$ cat src/rtl/npu_sdram_arbiter.sv
`timescale 1ns/1ps
// npu_sdram_arbiter
// Two Avalon-MM requesters share the HPS f2h_sdram0 slave. Grants are
// round-robin on ties, write bursts hold the grant until their last beat,
// and a small tag FIFO routes returning read beats back to the requester
// whose read was accepted first.
module npu_sdram_arbiter #(
   parameter int ADDR_W    = 28,
   parameter int DATA_W    = 128,
   parameter int BE_W      = 16,
   parameter int BURST_W   = 8,
   parameter int RDQ_DEPTH = 4
) (
   input  logic               sys_clk_clk,
   input  logic               sys_rst_reset_n,
   input  logic [ADDR_W-1:0]  m0_address,
   input  logic [BURST_W-1:0] m0_burstcount,
   input  logic               m0_read,
   input  logic               m0_write,
   input  logic [DATA_W-1:0]  m0_writedata,
   input  logic [BE_W-1:0]    m0_byteenable,
   output logic               m0_waitrequest,
   output logic [DATA_W-1:0]  m0_readdata,
   output logic               m0_readdatavalid,
   input  logic [ADDR_W-1:0]  m1_address,
   input  logic [BURST_W-1:0] m1_burstcount,
   input  logic               m1_read,
   input  logic               m1_write,
   input  logic [DATA_W-1:0]  m1_writedata,
   input  logic [BE_W-1:0]    m1_byteenable,
   output logic               m1_waitrequest,
   output logic [DATA_W-1:0]  m1_readdata,
   output logic               m1_readdatavalid,
   output logic [ADDR_W-1:0]  s_address,
   output logic [BURST_W-1:0] s_burstcount,
   output logic               s_read,
   output logic               s_write,
   output logic [DATA_W-1:0]  s_writedata,
   output logic [BE_W-1:0]    s_byteenable,
   input  logic               s_waitrequest,
   input  logic [DATA_W-1:0]  s_readdata,
   input  logic               s_readdatavalid,
   output logic               err_rdv
);

   localparam int PTR_W = (RDQ_DEPTH > 1) ? $clog2(RDQ_DEPTH) : 1;
   localparam int CNT_W = $clog2(RDQ_DEPTH + 1);

   typedef enum logic [1:0] {IDLE = 2'd0, CMD = 2'd1, WBURST = 2'd2} state_t;

   state_t             state;
   logic               gnt;
   logic               lst;
   logic [BURST_W-1:0] wb_cnt;

   logic               tag_port  [RDQ_DEPTH];
   logic [BURST_W-1:0] tag_beats [RDQ_DEPTH];
   logic [PTR_W-1:0]   wr_ptr;
   logic [PTR_W-1:0]   rd_ptr;
   logic [CNT_W-1:0]   fill;

   logic               req0, req1;
   logic               g_read, g_write, g_wait;
   logic [BURST_W-1:0] g_burstcount, g_beats;
   logic               in_cmd, in_wb;
   logic               fifo_full, fifo_empty;
   logic               rd_accept, wr_accept;
   logic               head_valid, push, pop;

   // Command mux, waitrequest steering and read-return routing.
   always_comb begin
      req0         = m0_read | m0_write;
      req1         = m1_read | m1_write;
      g_read       = gnt ? m1_read : m0_read;
      g_write      = gnt ? m1_write : m0_write;
      g_burstcount = gnt ? m1_burstcount : m0_burstcount;
      g_beats      = (g_burstcount == '0) ? BURST_W'(1) : g_burstcount;
      fifo_full    = (fill == CNT_W'(RDQ_DEPTH));
      fifo_empty   = (fill == '0);
      in_cmd       = sys_rst_reset_n & (state == CMD);
      in_wb        = sys_rst_reset_n & (state == WBURST);

      s_address    = gnt ? m1_address : m0_address;
      s_burstcount = g_burstcount;
      s_writedata  = gnt ? m1_writedata : m0_writedata;
      s_byteenable = gnt ? m1_byteenable : m0_byteenable;
      s_read       = in_cmd & g_read & ~fifo_full;
      s_write      = (in_cmd | in_wb) & g_write;

      g_wait = 1'b1;
      if (in_cmd) begin
         g_wait = s_waitrequest | (g_read & fifo_full);
      end else if (in_wb) begin
         g_wait = s_waitrequest | ~g_write;
      end
      m0_waitrequest = gnt ? 1'b1 : g_wait;
      m1_waitrequest = gnt ? g_wait : 1'b1;

      rd_accept  = s_read & ~s_waitrequest;
      wr_accept  = s_write & ~s_waitrequest;
      push       = rd_accept;
      head_valid = sys_rst_reset_n & s_readdatavalid & ~fifo_empty;
      pop        = head_valid & (tag_beats[rd_ptr] == BURST_W'(1));

      m0_readdata      = s_readdata;
      m1_readdata      = s_readdata;
      m0_readdatavalid = head_valid & ~tag_port[rd_ptr];
      m1_readdatavalid = head_valid & tag_port[rd_ptr];
   end

   // Arbitration FSM: grant on request, hold through write bursts, update last-served.
   always_ff @(posedge sys_clk_clk) begin
      if (!sys_rst_reset_n) begin
         state  <= IDLE;
         gnt    <= 1'b0;
         lst    <= 1'b1;
         wb_cnt <= '0;
      end else begin
         case (state)
            IDLE: begin
               if (req0 & req1) begin
                  gnt   <= ~lst;
                  state <= CMD;
               end else if (req0) begin
                  gnt   <= 1'b0;
                  state <= CMD;
               end else if (req1) begin
                  gnt   <= 1'b1;
                  state <= CMD;
               end
            end
            CMD: begin
               if (rd_accept) begin
                  lst   <= gnt;
                  state <= IDLE;
               end else if (wr_accept) begin
                  if (g_beats == BURST_W'(1)) begin
                     lst   <= gnt;
                     state <= IDLE;
                  end else begin
                     wb_cnt <= g_beats - BURST_W'(1);
                     state  <= WBURST;
                  end
               end else if (!g_read && !g_write) begin
                  state <= IDLE;
               end
            end
            WBURST: begin
               if (wr_accept) begin
                  wb_cnt <= wb_cnt - BURST_W'(1);
                  if (wb_cnt == BURST_W'(1)) begin
                     lst   <= gnt;
                     state <= IDLE;
                  end
               end
            end
            default: state <= IDLE;
         endcase
      end
   end

   // Tag FIFO: one entry per accepted read, head entry counts down its beats.
   always_ff @(posedge sys_clk_clk) begin
      if (!sys_rst_reset_n) begin
         wr_ptr <= '0;
         rd_ptr <= '0;
         fill   <= '0;
      end else begin
         if (push) begin
            tag_port[wr_ptr]  <= gnt;
            tag_beats[wr_ptr] <= g_beats;
            wr_ptr <= (wr_ptr == PTR_W'(RDQ_DEPTH - 1)) ? '0 : wr_ptr + PTR_W'(1);
         end
         if (head_valid) begin
            if (pop) begin
               rd_ptr <= (rd_ptr == PTR_W'(RDQ_DEPTH - 1)) ? '0 : rd_ptr + PTR_W'(1);
            end else begin
               tag_beats[rd_ptr] <= tag_beats[rd_ptr] - BURST_W'(1);
            end
         end
         if (push && !pop) begin
            fill <= fill + CNT_W'(1);
         end else if (pop && !push) begin
            fill <= fill - CNT_W'(1);
         end
      end
   end

   // Sticky error on a read beat that no outstanding read can own.
   always_ff @(posedge sys_clk_clk) begin
      if (!sys_rst_reset_n) begin
         err_rdv <= 1'b0;
      end else if (s_readdatavalid && fifo_empty) begin
         err_rdv <= 1'b1;
      end
   end

endmodule

$ cat config.mk
export PLATFORM = sky130hd
export DESIGN_NAME = npu_sdram_arbiter
export DESIGN_NICKNAME = d
export VERILOG_FILES = /design/src/rtl/npu_sdram_arbiter.sv
export SDC_FILE = /design/constraint.sdc
export NUM_CORES = 1
export LEC_CHECK = 0
export BUFFER_PORTS_ARGS = -buffer_cell sky130_fd_sc_hd__clkbuf_2
export CAP_MARGIN = 40
export CELL_PAD_IN_SITES_DETAIL_PLACEMENT = 0
export CELL_PAD_IN_SITES_GLOBAL_PLACEMENT = 1
export CORE_AREA = 2 2 362 364
export CTS_BUF_LIST = sky130_fd_sc_hd__clkbuf_8
export CTS_CLUSTER_DIAMETER = 60
export DETAILED_ROUTE_END_ITERATION = 10
export DIE_AREA = 0 0 364 366
export PLACE_DENSITY_LB_ADDON = 0.1
export SLEW_MARGIN = 20
export SYNTH_ARGS = -nofsm -noshare
export SYNTH_HDL_FRONTEND = slang
export SYNTH_SLANG_ARGS = --single-unit
$ cat constraint.sdc
create_clock -name sys_clk_clk -period 8.29 [get_ports sys_clk_clk]
set_input_delay 1.2435 -clock sys_clk_clk [delete_from_list [all_inputs] [get_ports sys_clk_clk]]
set_output_delay 1.2435 -clock sys_clk_clk [all_outputs]
set_load 0.02 [all_outputs]
-- Word-level counts from Yosys, hierarchy flattened
Memories as Yosys holds them, arrays and structs flattened. A register that Yosys moved wholly into a read port is not among the register bits.
Index checks and enable logic that the tools add are counted.
- bits in registers: 20
- bits in latches: 0
- memory bits (writable): 36
- memory bits (read-only): 0
- input bits: 496
- output and inout bits: 443
- logic and storage cells: 128
- memories: 2
- memories (memory ; depth ; width ; read ports ; clocked after memory_dff ; write ports ; RTL line ; text):
    tag_beats ; 4 ; 8 ; 1 ; 1 ; 2 ; 57 ; logic [BURST_W-1:0] tag_beats [RDQ_DEPTH];
    tag_port ; 4 ; 1 ; 1 ; 1 ; 1 ; 56 ; logic tag_port [RDQ_DEPTH];
- add/subtract/negate cells: 7
- $mul: 0
- div/mod/pow operators: 0
- $lt $le $gt $ge: 0
- equal/unequal tests: 17
- shift-type cells: 0
- multiplexer cells: 50
- bitwise logic cells: 25
- reduce and logical (&&, ||, !) cells: 19
- operator list (cell ; count):
    128-bit two-way mux ; 1
    8-bit two-way mux ; 6
    2-bit two-way mux ; 15
    28-bit two-way mux ; 1
    8-bit by 1-bit == test with 1-bit output, second input constant ; 3
    8-bit by 1-bit subtractor with 8-bit output, second input constant ; 3
    1-bit two-way mux ; 21
    16-bit two-way mux ; 1
    8-bit case mux with 2 select lines ; 1
    1-bit bitwise AND ; 14
    5-bit AND reduction ; 2
    8-bit logical NOT ; 1
    2-bit inequality test, second input constant ; 4
    2-bit == test, second input constant ; 3
    3-bit two-way mux ; 2
    1-bit inverter ; 6
    2-bit case mux with 3 select lines ; 1
    1-bit bitwise OR ; 5
    2-bit by 1-bit adder with 2-bit output, second input constant ; 2
    1-bit logical AND ; 4
    1-bit logical NOT ; 4
    4-bit by 3-bit inequality test with 1-bit output, second input constant ; 1
    4-bit inequality test, second input constant ; 1
    2-bit AND reduction ; 2
    13 further kinds ; 14

-- Logic depth before layout (Yosys ltp)
- depth after elaboration: 9
- gate-level depth with buffers: 13
- gate-level depth less buffers: 11

-- Worst setup path after synthesis
No wires, ideal clock.
- path kind: input to register
- start point: in sys_rst_reset_n
- end point: reg fill[2]
- library setup time: 0.071 ns
- arrival: 3.442 ns
- data required time: 8.219 ns
- setup slack: 4.777 ns
- cell stages on the path: 11
- buffers on the path: 2
- cells stage by stage: buf_2 > nand2_1 > or4_1 > clkbuf_1 > inv_1 > ha_1 > inv_1 > fa_1 > xor2_1 > or3_1 > a21oi_1
- longest elaborated chain between the ends: 7
- elaborated cells on any way between the ends: 13
- those cells by class: mux (1); bitwise (7); reduce/logical (5)
- RTL lines (element ; RTL line ; text):
    from (decl) ; 15 ; input logic sys_rst_reset_n,
    1-bit bitwise AND (*) ; 80 ; in_cmd = sys_rst_reset_n & (state == CMD);
    1-bit bitwise AND (*) (2 in series) ; 87 ; s_read = in_cmd & g_read & ~fifo_full;
    1-bit bitwise AND (*) ; 99 ; rd_accept = s_read & ~s_waitrequest;
    named net push ; 68 ; logic head_valid, push, pop;
    1-bit logical NOT ; 183 ; end else if (pop && !push) begin
    1-bit logical AND ; 183 ;
    2-bit nonzero test (no line) ; n/a ;
    to (signal assigned) ; 182 ; fill <= fill + CNT_W'(1);
    to (signal assigned) ; 184 ; fill <= fill - CNT_W'(1);
    to (decl) ; 60 ; logic [CNT_W-1:0] fill;
The timed path passes the listed nets; every way through them passes the cells marked *.
A chain may end at the register's enable or synchronous reset.

-- Worst setup path after layout
- start point: in sys_rst_reset_n
- end point: out m1_waitrequest
- longest elaborated chain between the ends: 4
- elaborated cells on any way between the ends: 5
- those cells by class: mux (3); bitwise (2)
- RTL lines (element ; RTL line ; text):
    1-bit bitwise AND ; 81 ; in_wb = sys_rst_reset_n & (state == WBURST);
    1-bit two-way mux ; 93 ; end else if (in_wb) begin
    1-bit two-way mux (*) ; 91 ; if (in_cmd) begin
    1-bit two-way mux (*) ; 97 ; m1_waitrequest = gnt ? g_wait : 1'b1;
    to (decl) ; 31 ; output logic m1_waitrequest,
Every way passes the cells marked *; elsewhere a longest branch is shown, timed or not.

==> flow_summary_export.csv <==
group,metric,value,unit
run_status,status,"completed",
pwr,power.density,130.2,nW/um^2
timing,finClkSkew,0.01908,ns
drt,dr.pass1.iters,4,
global_route,antenna_found_initial,13,
drt,drc_errors,0,
timing,setup_violations,0,
timing,slew_violations,0,
run,drv_cap,0,
logic_synthesis,yosys-top-cells-count,"buf_4 (256), mux2_2 (173), mux2i_1 (46)",
worst_setup_path,critPathMaxStageDelay,0.56,ns
timing,worst_pin_slew,0.9844,ns
clock_tree,cts.sinks,58,
worst_setup_path,criticalPathCategory,"input pin to primary output",
logic_synthesis,yosysMostFrequentCell,"buf_4",
logic_synthesis,synth_cells,783,
clock_tree,clk_pin_slew_worst_paths,0.09,ns
clock_tree,cts-root-buf,"clkbuf_8",
die,die_height,366,um
timing,tns,0,ns
logic_synthesis,yosys.area.top_type,"mux2_2",
timing,layout_min_cycle_time,4.161,ns
die,boundaryPins,939,
die,die_w,364,um
die,start_util,0.05885,
place,place.gp.congestion,0.8206,
worst_setup_path,critical_path_required,7.05,ns
worst_setup_path,worstRegToRegCells,10,
global_route,grt_first_pass_wirelength,84900,um
worst_setup_path,path_cells,"clkbuf_2 > inv_1 > a2111oi_0 > buf_1 > nand2_1 > clkbuf_2",
logic_synthesis,post_synth_num_cell_types,59,
timing,clock.fmax,240.3,MHz
timing,fin_crit_sh,0.5019,
worst_setup_path,crit_path_start_kind,"input pin",
clock_tree,holdBufCountCts,0,
hold_path,hold_class,"register to register",
hold_path,min_from,"wb_cnt[7]",
logic_synthesis,syn_avg_cell_area,9.695,um^2
drt,wire_per_inst,24.09,um
die,row_count,132,
die,coreArea,129000,um^2
logic_synthesis,ys_warn_count,0,
worst_setup_path,cp_max_fo,15,
hold_path,holdPathEnd,"wb_cnt[7]",
drt,wl_met3,8703,um
clock_tree,cts_tree,"built",
clock_tree,cts_resized,0,
logic_synthesis,async_flop_share,0,
layout,area_delta_synth_final,42.41,%
clock_tree,numCtsBuffers,9,
worst_setup_path,worstReg2RegEnd,"wb_cnt[0]",
logic_synthesis,netlist.area_leader.share,0.2566,
clock_tree,cts_max_path_buffers,2,
worst_setup_path,path_buf_inv,4,
worst_setup_path,critPathArrivalTime,2.92,ns
worst_setup_path,r2r_slack,4.13,ns
pwr,total_leakage_power,0.004683,uW
die,die-area,133200,um^2
layout,drive_gt1_frac,0.7164,
logic_synthesis,synth_area_leaders,"mux2_2 (26%), buf_4 (25%), edfxtp_1 (14%)",
clock_tree,postCtsSetupBuffers,0,
drt,vias,6854,
logic_synthesis,synth_seq_area_share,0.2004,
worst_setup_path,path_delay_family,"buffers and inverters",
layout,final_util,0.08381,
logic_synthesis,synth_edf_count,36,
timing,slew_headroom,0.3437,
worst_setup_path,cp_slowest_cell,"a2111oi_0",
place,portBuffers,554,
worst_setup_path,critPathMostFrequentCell,"clkbuf_2",
drt,ant_nets,0,
logic_synthesis,ys_ff_latch,58,
global_route,grt-ovfl-total,0,
global_route,grt_start_max_net_pins,115,
drt,vias_per_cell,2.429,
drt,wl_met1,25950,um
drt,dr.max_layer_used,"met5",
drt,drt_iter0_markers,240,
hold_path,worstHoldPathCells,2,
timing,hold_viol_final,0,
place,dpl.hpwl,61320,um
timing,rsz0062_at_grt,"no",
worst_setup_path,r2r-start,"gnt",
clock_tree,clock_latency,0.38,ns
worst_setup_path,cp-end-kind,"primary output",
drt,wl,67980,um
logic_synthesis,syn-num-nets,1298,
layout,final_nets,1589,
global_route,grtUsageTotal,0.09839,
drt,dr_wl_met2,31530,um
logic_synthesis,ys.flop_type,"edfxtp_1",
logic_synthesis,syn_area,7591,um^2
pwr,ir_drop,0.05719,mV
global_route,first_global_vias,7285,
clock_tree,htreeDepth,3,
## stage by stage
step | total power [uW] | hold slack [ns] | worst slack [ns] | std cells | area (um^2)
2_1_floorplan | 887.5 | 0.4287 | 4.777 | 783 | 7591
3_3_place_gp | 1124 | 0.4644 | 3.735 | 2799 | 10540
3_5_place_dp | 1123 | 0.4630 | 4.002 | 2802 | 10560
4_1_cts | 1456 | 0.4778 | 3.825 | 2818 | 10780
5_1_grt | 1495 | 0.4914 | 3.739 | 2821 | 10810
6_report | 1407 | 0.4737 | 4.129 | 2822 | 10810
## logic make-up (layout without fill, tap and decap cells)
| group | Yosys count | count (layout) | share of synthesized area |
|---|---|---|---|
| AO/OA/AOI/OAI | 61 | 61 | 0.05588 |
| XOR/XNOR | 11 | 11 | 0.01269 |
| adder cells (fa/ha/maj) | 19 | 19 | 0.03231 |
| buffers and inverters | 318 | 614 | 0.2878 |
| flip-flops | 58 | 58 | 0.2004 |
| multiplexers | 228 | 228 | 0.3460 |
| other | 0 | 1 | 0 |
| AND/OR/NAND/NOR | 88 | 88 | 0.06494 |
## layer usage
| layer | vias to the layer above | global-route usage |
|---|---|---|
| met3 | 108 | 0.04976 |
| met2 | 445 | 0.1593 |
| li1 | 3072 | - |
| met1 | 3221 | 0.1138 |
| met4 | 8 | 0.02506 |
| met5 | - | 0 |
## sequential cells by signal, summed over array words and instances, names as in the netlist, named ones only
register,count
wr_ptr,2
rd_ptr,2
err_rdv,1
wb_cnt,8
fill,3
state,2
tag_beats,32
lst,1
tag_port,4
gnt,1
## power by group
part / switching (uW) / internal, uW
Combinational: 482 / 275
Sequential: 14.3 / 317
Clock: 150 / 169
Total: 646 / 761
## cell type report
class / instances / area [um^2]
timing repair buffer: 567 / 2884
sequential: 58 / 1525
antenna: 1 / 2.502
fill: 15192 / 118200
clock inverter: 7 / 93.84
multi-input combinational: 407 / 3885
tap: 1742 / 2180
inverter: 31 / 116.4
clock buffer: 9 / 123.9
## how the worst max path moves through the flow
| stage | slack (ns) | start | end | cells past startpoint |
|---|---|---|---|---|
| final | 4.13 | sys_rst_reset_n | m1_waitrequest | 6 |
| after global placement | 3.74 | sys_rst_reset_n | m0_waitrequest | 5 |
| after floorplan | 4.78 | sys_rst_reset_n | fill[2] | 11 |
| after detailed placement | 4.00 | sys_rst_reset_n | m1_waitrequest | 6 |
| after global routing | 3.74 | gnt | wb_cnt[0] | 10 |
| after CTS | 3.82 | gnt | s_burstcount[5] | 4 |
## cells in the final DEF (no fill, tap or decap), drive strengths merged, types with 3 or more instances in the layout
cell	Yosys	routed
a21oi	19	19
edfxtp	36	36
or3	6	6
mux2i	46	46
clkinv	0	4
buf	281	11
o22ai	8	8
o21ai	8	8
nor3	8	8
clkbuf	6	565
nor3b	6	6
inv	31	31
o21a	3	3
nand3	4	4
xnor2	5	5
dfxtp	22	22
nand2	34	34
xor2	6	6
nor2	16	16
mux4	9	9
o211ai	4	4
mux2	173	173
ha	18	18
## worst min-delay path: cells and delay by family, from the launching register on
kind,cells,cell delay [ns]
flip-flops,1,0.32
AND/OR/NAND/NOR,1,0.06
AO/OA/AOI/OAI,1,0.05
(Power assumes the default switching activity.)
